==> src/rtl/alu_pkg.sv <==
// Shared ALU definitions: select encodings, default widths, response record and issue-slot states.
package alu_pkg;

  localparam int ALU_XLEN  = 32;
  localparam int ALU_TAG_W = 5;

  typedef enum logic [2:0] {
    ALU_ADD  = 3'b000,
    ALU_SLL  = 3'b001,
    ALU_SLT  = 3'b010,
    ALU_SLTU = 3'b011,
    ALU_XOR  = 3'b100,
    ALU_SRL  = 3'b101,
    ALU_OR   = 3'b110,
    ALU_AND  = 3'b111
  } alu_sel_e;

  typedef enum logic {
    ISS_IDLE = 1'b0,
    ISS_BUSY = 1'b1
  } iss_state_e;

  typedef struct packed {
    logic [ALU_XLEN-1:0]  result;
    logic                 zero;
    logic [ALU_TAG_W-1:0] rd;
  } rsp_t;

endpackage

==> src/rtl/alu_rsp_fifo.sv <==
// Two-entry in-order response buffer with valid/ready output and an occupancy count.
module alu_rsp_fifo
  import alu_pkg::*;
#(
  parameter type entry_t = rsp_t
) (
  input  logic       CLK,
  input  logic       RESET,
  input  logic       push,
  input  entry_t     push_data,
  output logic       rsp_valid,
  input  logic       rsp_ready,
  output entry_t     rsp_data,
  output logic [1:0] count
);

  entry_t mem [2];
  logic   wr_ptr;
  logic   rd_ptr;
  logic   pop;

  assign rsp_valid = (count != 2'd0);
  assign pop       = rsp_valid & rsp_ready;
  assign rsp_data  = mem[rd_ptr];

  // The producer never pushes into a full buffer; req_ready reserves the slot.
  always_ff @(posedge CLK or posedge RESET) begin
    if (RESET) begin
      mem[0] <= '0;
      mem[1] <= '0;
      wr_ptr <= 1'b0;
      rd_ptr <= 1'b0;
      count  <= 2'd0;
    end else begin
      if (push) begin
        mem[wr_ptr] <= push_data;
        wr_ptr      <= ~wr_ptr;
      end
      if (pop) rd_ptr <= ~rd_ptr;
      case ({push, pop})
        2'b10:   count <= count + 2'd1;
        2'b01:   count <= count - 2'd1;
        default: count <= count;
      endcase
    end
  end

endmodule

==> src/rtl/alu_issue_ctrl.sv <==
// Issue/capture controller in front of the combinational ALU; responses leave through alu_rsp_fifo.
// Define ALU_BYPASS_EN to forward the in-flight result into a dependent back-to-back request.
//
// state    | meaning
// ISS_IDLE | issue slot empty, alu_* hold the last issued operands
// ISS_BUSY | issue slot holds an op whose ALU result is captured at the next edge
module alu_issue_ctrl
  import alu_pkg::*;
#(
  parameter int XLEN  = ALU_XLEN,
  parameter int TAG_W = ALU_TAG_W
) (
  input  logic             CLK,
  input  logic             RESET,
  input  logic             req_valid,
  output logic             req_ready,
  input  logic [2:0]       req_funct3,
  input  logic             req_funct7b5,
  input  logic [XLEN-1:0]  req_op1,
  input  logic [XLEN-1:0]  req_op2,
  input  logic [TAG_W-1:0] req_rs1,
  input  logic [TAG_W-1:0] req_rs2,
  input  logic [TAG_W-1:0] req_rd,
  output logic [XLEN-1:0]  alu_data1,
  output logic [XLEN-1:0]  alu_data2,
  output logic [2:0]       alu_select,
  output logic             alu_rotate,
  input  logic [XLEN-1:0]  alu_result,
  input  logic             alu_zero,
  output logic             rsp_valid,
  input  logic             rsp_ready,
  output logic [XLEN-1:0]  rsp_result,
  output logic             rsp_zero,
  output logic [TAG_W-1:0] rsp_rd
);

  typedef struct packed {
    logic [XLEN-1:0]  result;
    logic             zero;
    logic [TAG_W-1:0] rd;
  } entry_t;

  iss_state_e       state_q, state_d;
  logic             iss_valid;
  logic [XLEN-1:0]  iss_data1, iss_data2;
  logic [2:0]       iss_sel;
  logic             iss_rot;
  logic [TAG_W-1:0] iss_rd;
  logic [XLEN-1:0]  op1_d, op2_d;
  logic             accept;
  logic [1:0]       count;
  entry_t           push_data;
  entry_t           head;

  assign iss_valid = (state_q == ISS_BUSY);
  // Reserve a buffer slot for the in-flight op without looking at rsp_ready.
  assign req_ready = (count + {1'b0, iss_valid}) < 2'd2;
  assign accept    = req_valid & req_ready;

  always_comb begin
    state_d = state_q;
    case (state_q)
      ISS_IDLE: if (accept) state_d = ISS_BUSY;
      ISS_BUSY: state_d = accept ? ISS_BUSY : ISS_IDLE;
      default:  state_d = ISS_IDLE;
    endcase
  end

`ifdef ALU_BYPASS_EN
  logic fwd1, fwd2;
  always_comb begin
    fwd1  = iss_valid && (iss_rd != '0) && (req_rs1 == iss_rd);
    fwd2  = iss_valid && (iss_rd != '0) && (req_rs2 == iss_rd);
    op1_d = fwd1 ? alu_result : req_op1;
    op2_d = fwd2 ? alu_result : req_op2;
  end
`else
  logic unused_rs;
  assign unused_rs = ^{req_rs1, req_rs2};
  always_comb begin
    op1_d = req_op1;
    op2_d = req_op2;
  end
`endif

  always_ff @(posedge CLK or posedge RESET) begin
    if (RESET) begin
      state_q   <= ISS_IDLE;
      iss_data1 <= '0;
      iss_data2 <= '0;
      iss_sel   <= ALU_ADD;
      iss_rot   <= 1'b0;
      iss_rd    <= '0;
    end else begin
      state_q <= state_d;
      if (accept) begin
        iss_data1 <= op1_d;
        iss_data2 <= op2_d;
        iss_sel   <= req_funct3;
        iss_rot   <= req_funct7b5;
        iss_rd    <= req_rd;
      end
    end
  end

  assign alu_data1  = iss_data1;
  assign alu_data2  = iss_data2;
  assign alu_select = iss_sel;
  assign alu_rotate = iss_rot;

  assign push_data = '{result: alu_result, zero: alu_zero, rd: iss_rd};

  alu_rsp_fifo #(.entry_t(entry_t)) u_rsp_fifo (
    .CLK       (CLK),
    .RESET     (RESET),
    .push      (iss_valid),
    .push_data (push_data),
    .rsp_valid (rsp_valid),
    .rsp_ready (rsp_ready),
    .rsp_data  (head),
    .count     (count)
  );

  assign rsp_result = head.result;
  assign rsp_zero   = head.zero;
  assign rsp_rd     = head.rd;

endmodule

==> config.mk <==
export PLATFORM = sky130hd
export DESIGN_NAME = alu_issue_ctrl
export DESIGN_NICKNAME = d
export VERILOG_FILES = /design/src/rtl/alu_pkg.sv /design/src/rtl/alu_rsp_fifo.sv /design/src/rtl/alu_issue_ctrl.sv
export SDC_FILE = /design/constraint.sdc
export NUM_CORES = 1
export LEC_CHECK = 0
export ABC_AREA = 1
export CORE_ASPECT_RATIO = 0.8
export CORE_MARGIN = 3
export CORE_UTILIZATION = 45
export CTS_CLUSTER_DIAMETER = 50
export DETAILED_ROUTE_END_ITERATION = 10
export PLACE_DENSITY = 0.77
export SYNTH_ARGS = -nofsm -noshare
export SYNTH_HDL_FRONTEND = slang
export SYNTH_SLANG_ARGS = --single-unit
==> constraint.sdc <==
create_clock -name CLK -period 5.8 [get_ports CLK]
set_input_delay 0.87 -clock CLK [delete_from_list [all_inputs] [get_ports CLK]]
set_output_delay 0.87 -clock CLK [all_outputs]
set_load 0.01 [all_outputs]
; ---- After elaboration in Yosys (flattened, before gate mapping)
; Index checks and enable logic that the tools add are counted.
[classes]
n_addsub = 3
magnitude_cmp = 4
n_eq_ne = 2
mux = 8
bitwise_logic = 6
reduce_logical = 3
[ops]
columns = cell, count
row1 = $mux 38, 4
row2 = $bwmux 76, 1
row3 = $demux 38 s1, 1
row4 = $ge 2x2->1 const B, 2
row5 = $not 1->2, 2
row6 = $pmux 2 s2, 1
row7 = $reduce_bool 2->1, 2
row8 = $add 2x1->2, 1
row9 = $add 2x1->2 const B, 1
row10 = $and 1x1->1, 2
row11 = $eq 2x1->1 const B, 1
row12 = $eq 2x2->1 const B, 1
row13 = $lt 2x1->1 const B, 1
row14 = $lt 2x2->1 const B, 1
row15 = $not 1->1, 2
row16 = $sub 2x1->2 const B, 1
row17 = $logic_and 1x1->1, 1
row18 = $mux 1, 1
[totals]
regBits = 154
inputBits = 120
elab_cells = 41

; ---- Longest topological paths before layout
; Gate-level depths: netlist (run 1).
[depth]
ltp_word = 6
depth_mapped = 9
depth_no_buf = 9

; ---- Modules after synthesis
; A second synthesis (run 1) with hierarchy kept.
[unflattened]
cells_unflattened = 759
area_unflattened_um2 = 6459.9
[by_module_without_submodules]
columns = mod, n_inst, cells_each, area_each_um2, seq_area_each_um2
row1 = alu_rsp_fifo, 1, 434, 3497.1, 2001.9
row2 = alu_issue_ctrl, 1, 325, 2962.8, 1851.8

; ---- Worst setup path before layout (run 1)
; Ideal clock, no wire load.
[synth_timing]
path_type = flip-flop to output port
startpoint = register u_rsp_fifo.rd_ptr
endpoint = output port rsp_rd[0]
arrival_ns = 1.063
required_ns = 4.930
slack_ns = 3.867
stages_incl_launch_ff = 6
path_cell_list = dfrtp_1 inv_1 buf_2 buf_1 nand2_1 nand2_1
[synth_between]
elab_chain_len = 4
[synth_lines]
columns = element, line
row1 = start: declaration, alu_rsp_fifo.sv:19  ; logic rd_ptr;
row2 = start signal: assignment, alu_rsp_fifo.sv:39  ; if (pop) rd_ptr <= ~rd_ptr;
row3 = $not 1->2 (implied by the code), alu_rsp_fifo.sv:24  ; assign rsp_data = mem[rd_ptr];
row4 = $mux 38 (implied by the code) (3 in a row), alu_rsp_fifo.sv:24
row5 = end: declaration, alu_issue_ctrl.sv:34  ; output logic [TAG_W-1:0] rsp_rd
; No other way between the ends. The select of a mux whose other input is x is not followed.

; ---- Worst setup path after layout (run 1)
[layout_timing]
startpoint = register u_rsp_fifo.rd_ptr
endpoint = output port rsp_rd[4]
; The elaborated chain is that of the path after synthesis.

==> results of run 1 <==
[power by group]
part / internal (W) / switching, W
Sequential: 0.00160 / 0.000279
Clock: 0.000609 / 0.000430
Combinational: 0.00114 / 0.00122
Total: 0.00335 / 0.00193
[final cells by class]
class                   instances  area [µm²]
inverters                      46         178
repair buffers                225        2230
fillers                      1148        4570
multi-input cells             505        2130
flip-flops and latches        154        3850
clock buffers                  20         457
clock inverters                11        97.6
well taps                     180         225
[logic make-up (layout without fill, tap and decap cells)]
kind of cell               Yosys count  in the layout  synth area share [%]
adders and majority gates            1              1                 0.195
xor gates and xnor gates             2              2                 0.273
AOI/OAI and AO/OA                   76             76                  5.92
and+or+nand+nor                    426            426                  26.6
DFF                                154            154                  60.0
buffers and inverters               95            302                  6.96
[synth_stat cells]
cell      instances  area share [%]
nand2_2           4            0.39
buf_4             8            0.94
ha_1              1            0.19
nand4_1           1           0.097
inv_1            45             2.6
or2_2             1           0.097
o21ai_0          46             3.6
xor2_1            1            0.14
buf_6             5            0.88
o21ai_1          30             2.3
inv_2             1           0.058
or2_1             1           0.097
nand2_1         344              20
dfrtp_1         154              60
buf_1             4            0.23
clkbuf_1         14            0.82
nand3_1          75             5.8
xnor2_1           1            0.14
buf_2            16             1.2
clkbuf_2          2            0.16
[registers in the layout, summed over array words and instances, names as in the netlist]
register           flops
u_rsp_fifo.rd_ptr      1
alu_data1             32
alu_select             3
iss_valid              1
iss_rd                 5
alu_data2             32
u_rsp_fifo.count       2
alu_rotate             1
u_rsp_fifo.mem        76
u_rsp_fifo.wr_ptr      1
[final timing paths]
check | startpoint | to | cells after the start
worst min-delay path | alu_data1[10] | alu_data1[10] | 2
worst min register to register | alu_data1[10] | alu_data1[10] | 2
max in group asynchronous | RESET | u_rsp_fifo.mem[58] | 3
worst max register to register | u_rsp_fifo.count[0] | alu_data1[24] | 8
min in group asynchronous | RESET | u_rsp_fifo.mem[5] | 2
worst max-delay path | u_rsp_fifo.rd_ptr | rsp_rd[4] | 6
[worst max-delay path, cell delays in order, from the launching register on]
cell and delay [ns]:
dfrtp_1 0.35, buf_4 0.27, inv_1 0.32, buf_4 0.40, nand2_1 0.09, nand2_1 0.07, clkdlybuf4s50_1 0.58
[metrics by stage]
| stage | power [W] | area [µm²] | hold WS, ns |
|---|---|---|---|
| 2_1_floorplan | 0.00310 | 6420 | 0.442 |
| 3_3_place_gp | 0.00422 | 8610 | 0.452 |
| 3_5_place_dp | 0.00427 | 8610 | 0.457 |
| 4_1_cts | 0.00534 | 9170 | 0.472 |
| 5_1_grt | 0.00569 | 9170 | 0.486 |
| 6_report | 0.00528 | 9170 | 0.468 |
[layer usage]
metal	share of wire [%]	GRT usage, %	up-vias
li1	-	-	2743
met1	43	27.7	2502
met2	46	32.6	163
met3	10	9.21	12
met4	0.83	6.20	0
met5	0	0	-
==> impl_metrics.json, run 1 <==
{
  "outcome": "complete, no violations",
  "routed-via-count": 5420,
  "ir_drop_v": 0.000300,
  "finalWirelength_mm": 16.4,
  "boundaryPins": 228,
  "yosysSeqAreaShare_pct": 60.0,
  "clkTransAtPathRegs_ns": 0.06,
  "grt_pass1_wl_mm": 27.0,
  "stdcell_count": 1141,
  "die-area_mm2": 0.0157,
  "fin_ws_ns": 2.42,
  "fp.dieH_um": 113,
  "post-dp-hpwl_mm": 10.6,
  "diodes": 0,
  "grt_pass1_vias": 5346,
  "drt-initial-drc-count": 381,
  "drcViolationCount": 0,
  "cts_buffer_depth": 2,
  "ys_seq_elements": 154,
  "htree_num_levels": 4,
  "grt_max_degree": 112,
  "finClkSkew_ns": 0.0134,
  "netlist_area_mm2": 0.00642,
  "cts_tree": "built",
  "final_util_pct": 66.7,
  "p_per_area_mw_per_mm2": 576,
  "dpl.cell_count": 1110,
  "syn-num-nets": 875,
  "core-area_mm2": 0.0137,
  "synth_cell_types": 20,
  "fin_setup_tns_ns": 0,
  "layout_commonest_cell": "nand2_1",
  "grt_setup_unrepaired": "no",
  "end_kind": "output port",
  "crit_required_ns": 4.93,
  "drive_above_1_share_pct": 5.20,
  "netlist_instances": 754,
  "postCtsSetupRepairBufs": 0,
  "syn2layout_area_growth_pct": 42.8,
  "hold_buffers": 0,
  "core.rowCount": 38,
  "finalSetupViolCount": 0,
  "wire_per_inst_um": 14.4,
  "cp-start-kind": "flop",
  "relSlewSlack_pct": 35.5,
  "gp_congestion": 0.761,
  "worstSetupPathType": "flop to output port",
  "cp_max_fo": 39,
  "tightestPinTransition_ns": 0.967,
  "drtPass1Iterations": 5,
  "slew_viol_final": 0,
  "avgSynthCellArea_um2": 8.52,
  "portBuffers": 217,
  "numCtsBuffers": 17,
  "final_cell_mix": "nand2_1, clkdlybuf4s50_1, dfrtp_1",
  "finalNetCount": 1070,
  "drv_cap": 0,
  "cts-root-buf": "clkbuf_16",
  "ant_nets": 0,
  "fp.dieW_um": 140,
  "initial_core_util_pct": 46.7,
  "clk_latency_ns": 0.41,
  "grt.overflow.total": 0,
  "layout_worst_path_cycle_share_pct": 58.3,
  "grt_usage_pct": 21.2,
  "leakagePower_nw": 4.58,
  "rrSetupSlack_ns": 3.51,
  "post_drt_via_cell_ratio": 4.75,
  "hold_viol": 0,
  "place_ws_ns": 2.83,
  "cts_num_sinks": 154,
  "period_minus_slack_ns": 3.38,
  "max_freq_ghz": 0.296,
  "cp.arrival_ns": 2.51,
  "hold_path_class": "flop to flop",
  "grt_antenna_before_repair": 0,
  "ys_warn_count": 0,
  "cts_resized": 0
}
Power figures use the tool's default switching activity.
==> inputs of run 2 (changes only) <==
- clock period: 5.8 -> 3.39 ns (I/O delays scaled with it)
==> run 2 against run 1 <==
  * Clock skew is 0.0045 ns lower
  * Design area is 1.5% higher
  * Highest routed layer unchanged
  * Sequential share of layout area is 0.63 points lower
  * Largest power group unchanged
  * Wire length is 0.95% higher
==> impl_metrics.json, run 2 (synthesized netlist as in run 1, its figures left out) <==
{
  "crit_required_ns": 2.88,
  "postCtsSetupRepairBufs": 0,
  "cts_buffer_depth": 2,
  "drcViolationCount": 0,
  "seq_area_mm2": 0.00385,
  "drive_above_1_share_pct": 5.50,
  "leakagePower_nw": 4.65,
  "n_fill_cell": 1101,
  "outcome": "complete, no violations",
  "cp.arrival_ns": 2.08,
  "fin_setup_tns_ns": 0,
  "final_cell_mix": "nand2_1, clkdlybuf4s50_1, dfrtp_1",
  "tightestPinTransition_ns": 1.03,
  "slowest_stage": "clkdlybuf4s50_1",
  "drv_cap": 0,
  "grt_pass1_wl_mm": 27.1,
  "die-area_mm2": 0.0157,
  "post_drt_via_cell_ratio": 4.82,
  "hold_path_class": "flop to flop",
  "grt_antenna_before_repair": 1,
  "layout_commonest_cell": "nand2_1",
  "core-area_mm2": 0.0137,
  "hold_buffers": 0,
  "cts-root-buf": "clkbuf_16",
  "regMostFlops": "u_rsp_fifo.mem",
  "final_util_pct": 67.7,
  "cpLargestDelayFamily": "buffers and inverters",
  "syn2layout_area_growth_pct": 44.9,
  "portBuffers": 217,
  "routed-via-count": 5511,
  "path_cells": "inv_1 -> buf_4 -> nand2_1 -> nand2_1 -> clkdlybuf4s50_1",
  "finalNetCount": 1072,
  "cts_num_sinks": 154,
  "largest_register_ff_count": 76,
  "path_buf_inv": 3,
  "total_power_w": 0.00933,
  "relSlewSlack_pct": 31.0,
  "crit_top_cell": "nand2_1",
  "max_freq_ghz": 0.386,
  "p_per_area_mw_per_mm2": 1000,
  "post-dp-hpwl_mm": 11.0,
  "clk_latency_ns": 0.41,
  "ir_drop_v": 0.000649,
  "drt-initial-drc-count": 346,
  "finalWirelength_mm": 16.6,
  "layout_worst_path_cycle_share_pct": 76.4,
  "initial_core_util_pct": 46.7,
  "cts_tree": "built",
  "core.rowCount": 38,
  "slew_viol_final": 0,
  "grt_max_degree": 97,
  "fp.dieW_um": 140,
  "multi_input_area_mm2": 0.00213,
  "fp.dieH_um": 113,
  "period_minus_slack_ns": 2.59,
  "ant_nets": 0,
  "grt_usage_pct": 21.2,
  "cp_max_fo": 35,
  "hold_viol": 0,
  "grt_pass1_vias": 5395,
  "worstSetupPathType": "flop to output port",
  "htree_num_levels": 4,
  "boundaryPins": 228,
  "finalSetupViolCount": 0,
  "clkTransAtPathRegs_ns": 0.06,
  "grt.overflow.total": 0,
  "cp-start-kind": "flop",
  "end_kind": "output port",
  "cts_resized": 0,
  "finClkSkew_ns": 0.00893,
  "max_stage_delay_ns": 0.56,
  "drtPass1Iterations": 4,
  "grt_setup_unrepaired": "no",
  "gp_congestion": 0.756,
  "wire_per_inst_um": 14.5,
  "numCtsBuffers": 17
}
## run 2: cell types whose count changed in the layout (fill, tap and decap cells not counted), sizes merged, moves of 2 or more
cell      before  now
bufinv         1    4
clkbuf        20   17
inv           47   50
buf            9   11
clkinvlp       4    2
## run 2: power breakdown
part           internal [W]  switching, W
clock               0.00125      0.000791
combinational       0.00198       0.00209
sequential          0.00273      0.000486
## run 2: cell type report
type                    count  share of cell area, %
diodes                      1                 0.0269
clock buffers              17                   4.57
clock inverters            14                   2.30
inverters                  46                   1.90
multi-input cells         505                   22.9
flip-flops and latches    154                   41.4
well taps                 180                   2.42
repair buffers            227                   24.5
## run 2: path summary, 6_finish.rpt
path / startpoint / endpoint / slack (ns) / cells past startpoint
worst max register to register: u_rsp_fifo.count[0] / alu_data1[7] / 1.37 / 7
max in group asynchronous: RESET / alu_data2[4] / 2.34 / 3
worst min-delay path: alu_data2[30] / alu_data2[30] / 0.47 / 2
min in group asynchronous: RESET / alu_data1[18] / 0.55 / 3
worst min register to register: alu_data2[30] / alu_data2[30] / 0.47 / 2
worst max-delay path: u_rsp_fifo.rd_ptr / rsp_result[21] / 0.80 / 5
## run 2: metal layers
| layer | vias to the layer above | global-route usage, % | wire length (µm) |
|---|---|---|---|
| met2 | 193 | 33.9 | 7740 |
| met5 | - | 0 | 0 |
| met4 | 0 | 4.97 | 200 |
| met3 | 16 | 9.93 | 1800 |
| met1 | 2562 | 26.7 | 6860 |
| li1 | 2740 | - | - |
## run 2: worst reg2reg max path, cell delays in order, from the launching register on
cell and delay (ns):
dfrtp_1 0.44, nand2_1 0.08, nand2_1 0.06, nand2_2 0.35, nand2_2 0.48, buf_12 0.35
nand2_1 0.11, nand2_1 0.05
## run 2: per-stage QoR
| stage | hold slack, ns | worst slack (ns) | cells | instance area (µm²) |
|---|---|---|---|---|
| 2_1_floorplan | 0.442 | 0.937 | 754 | 6420 |
| 3_3_place_gp | 0.453 | 1.24 | 1112 | 8660 |
| 3_5_place_dp | 0.458 | 1.22 | 1112 | 8660 |
| 4_1_cts | 0.472 | 0.754 | 1143 | 9300 |
| 5_1_grt | 0.494 | 0.640 | 1144 | 9310 |
| 6_report | 0.468 | 0.800 | 1144 | 9310 |
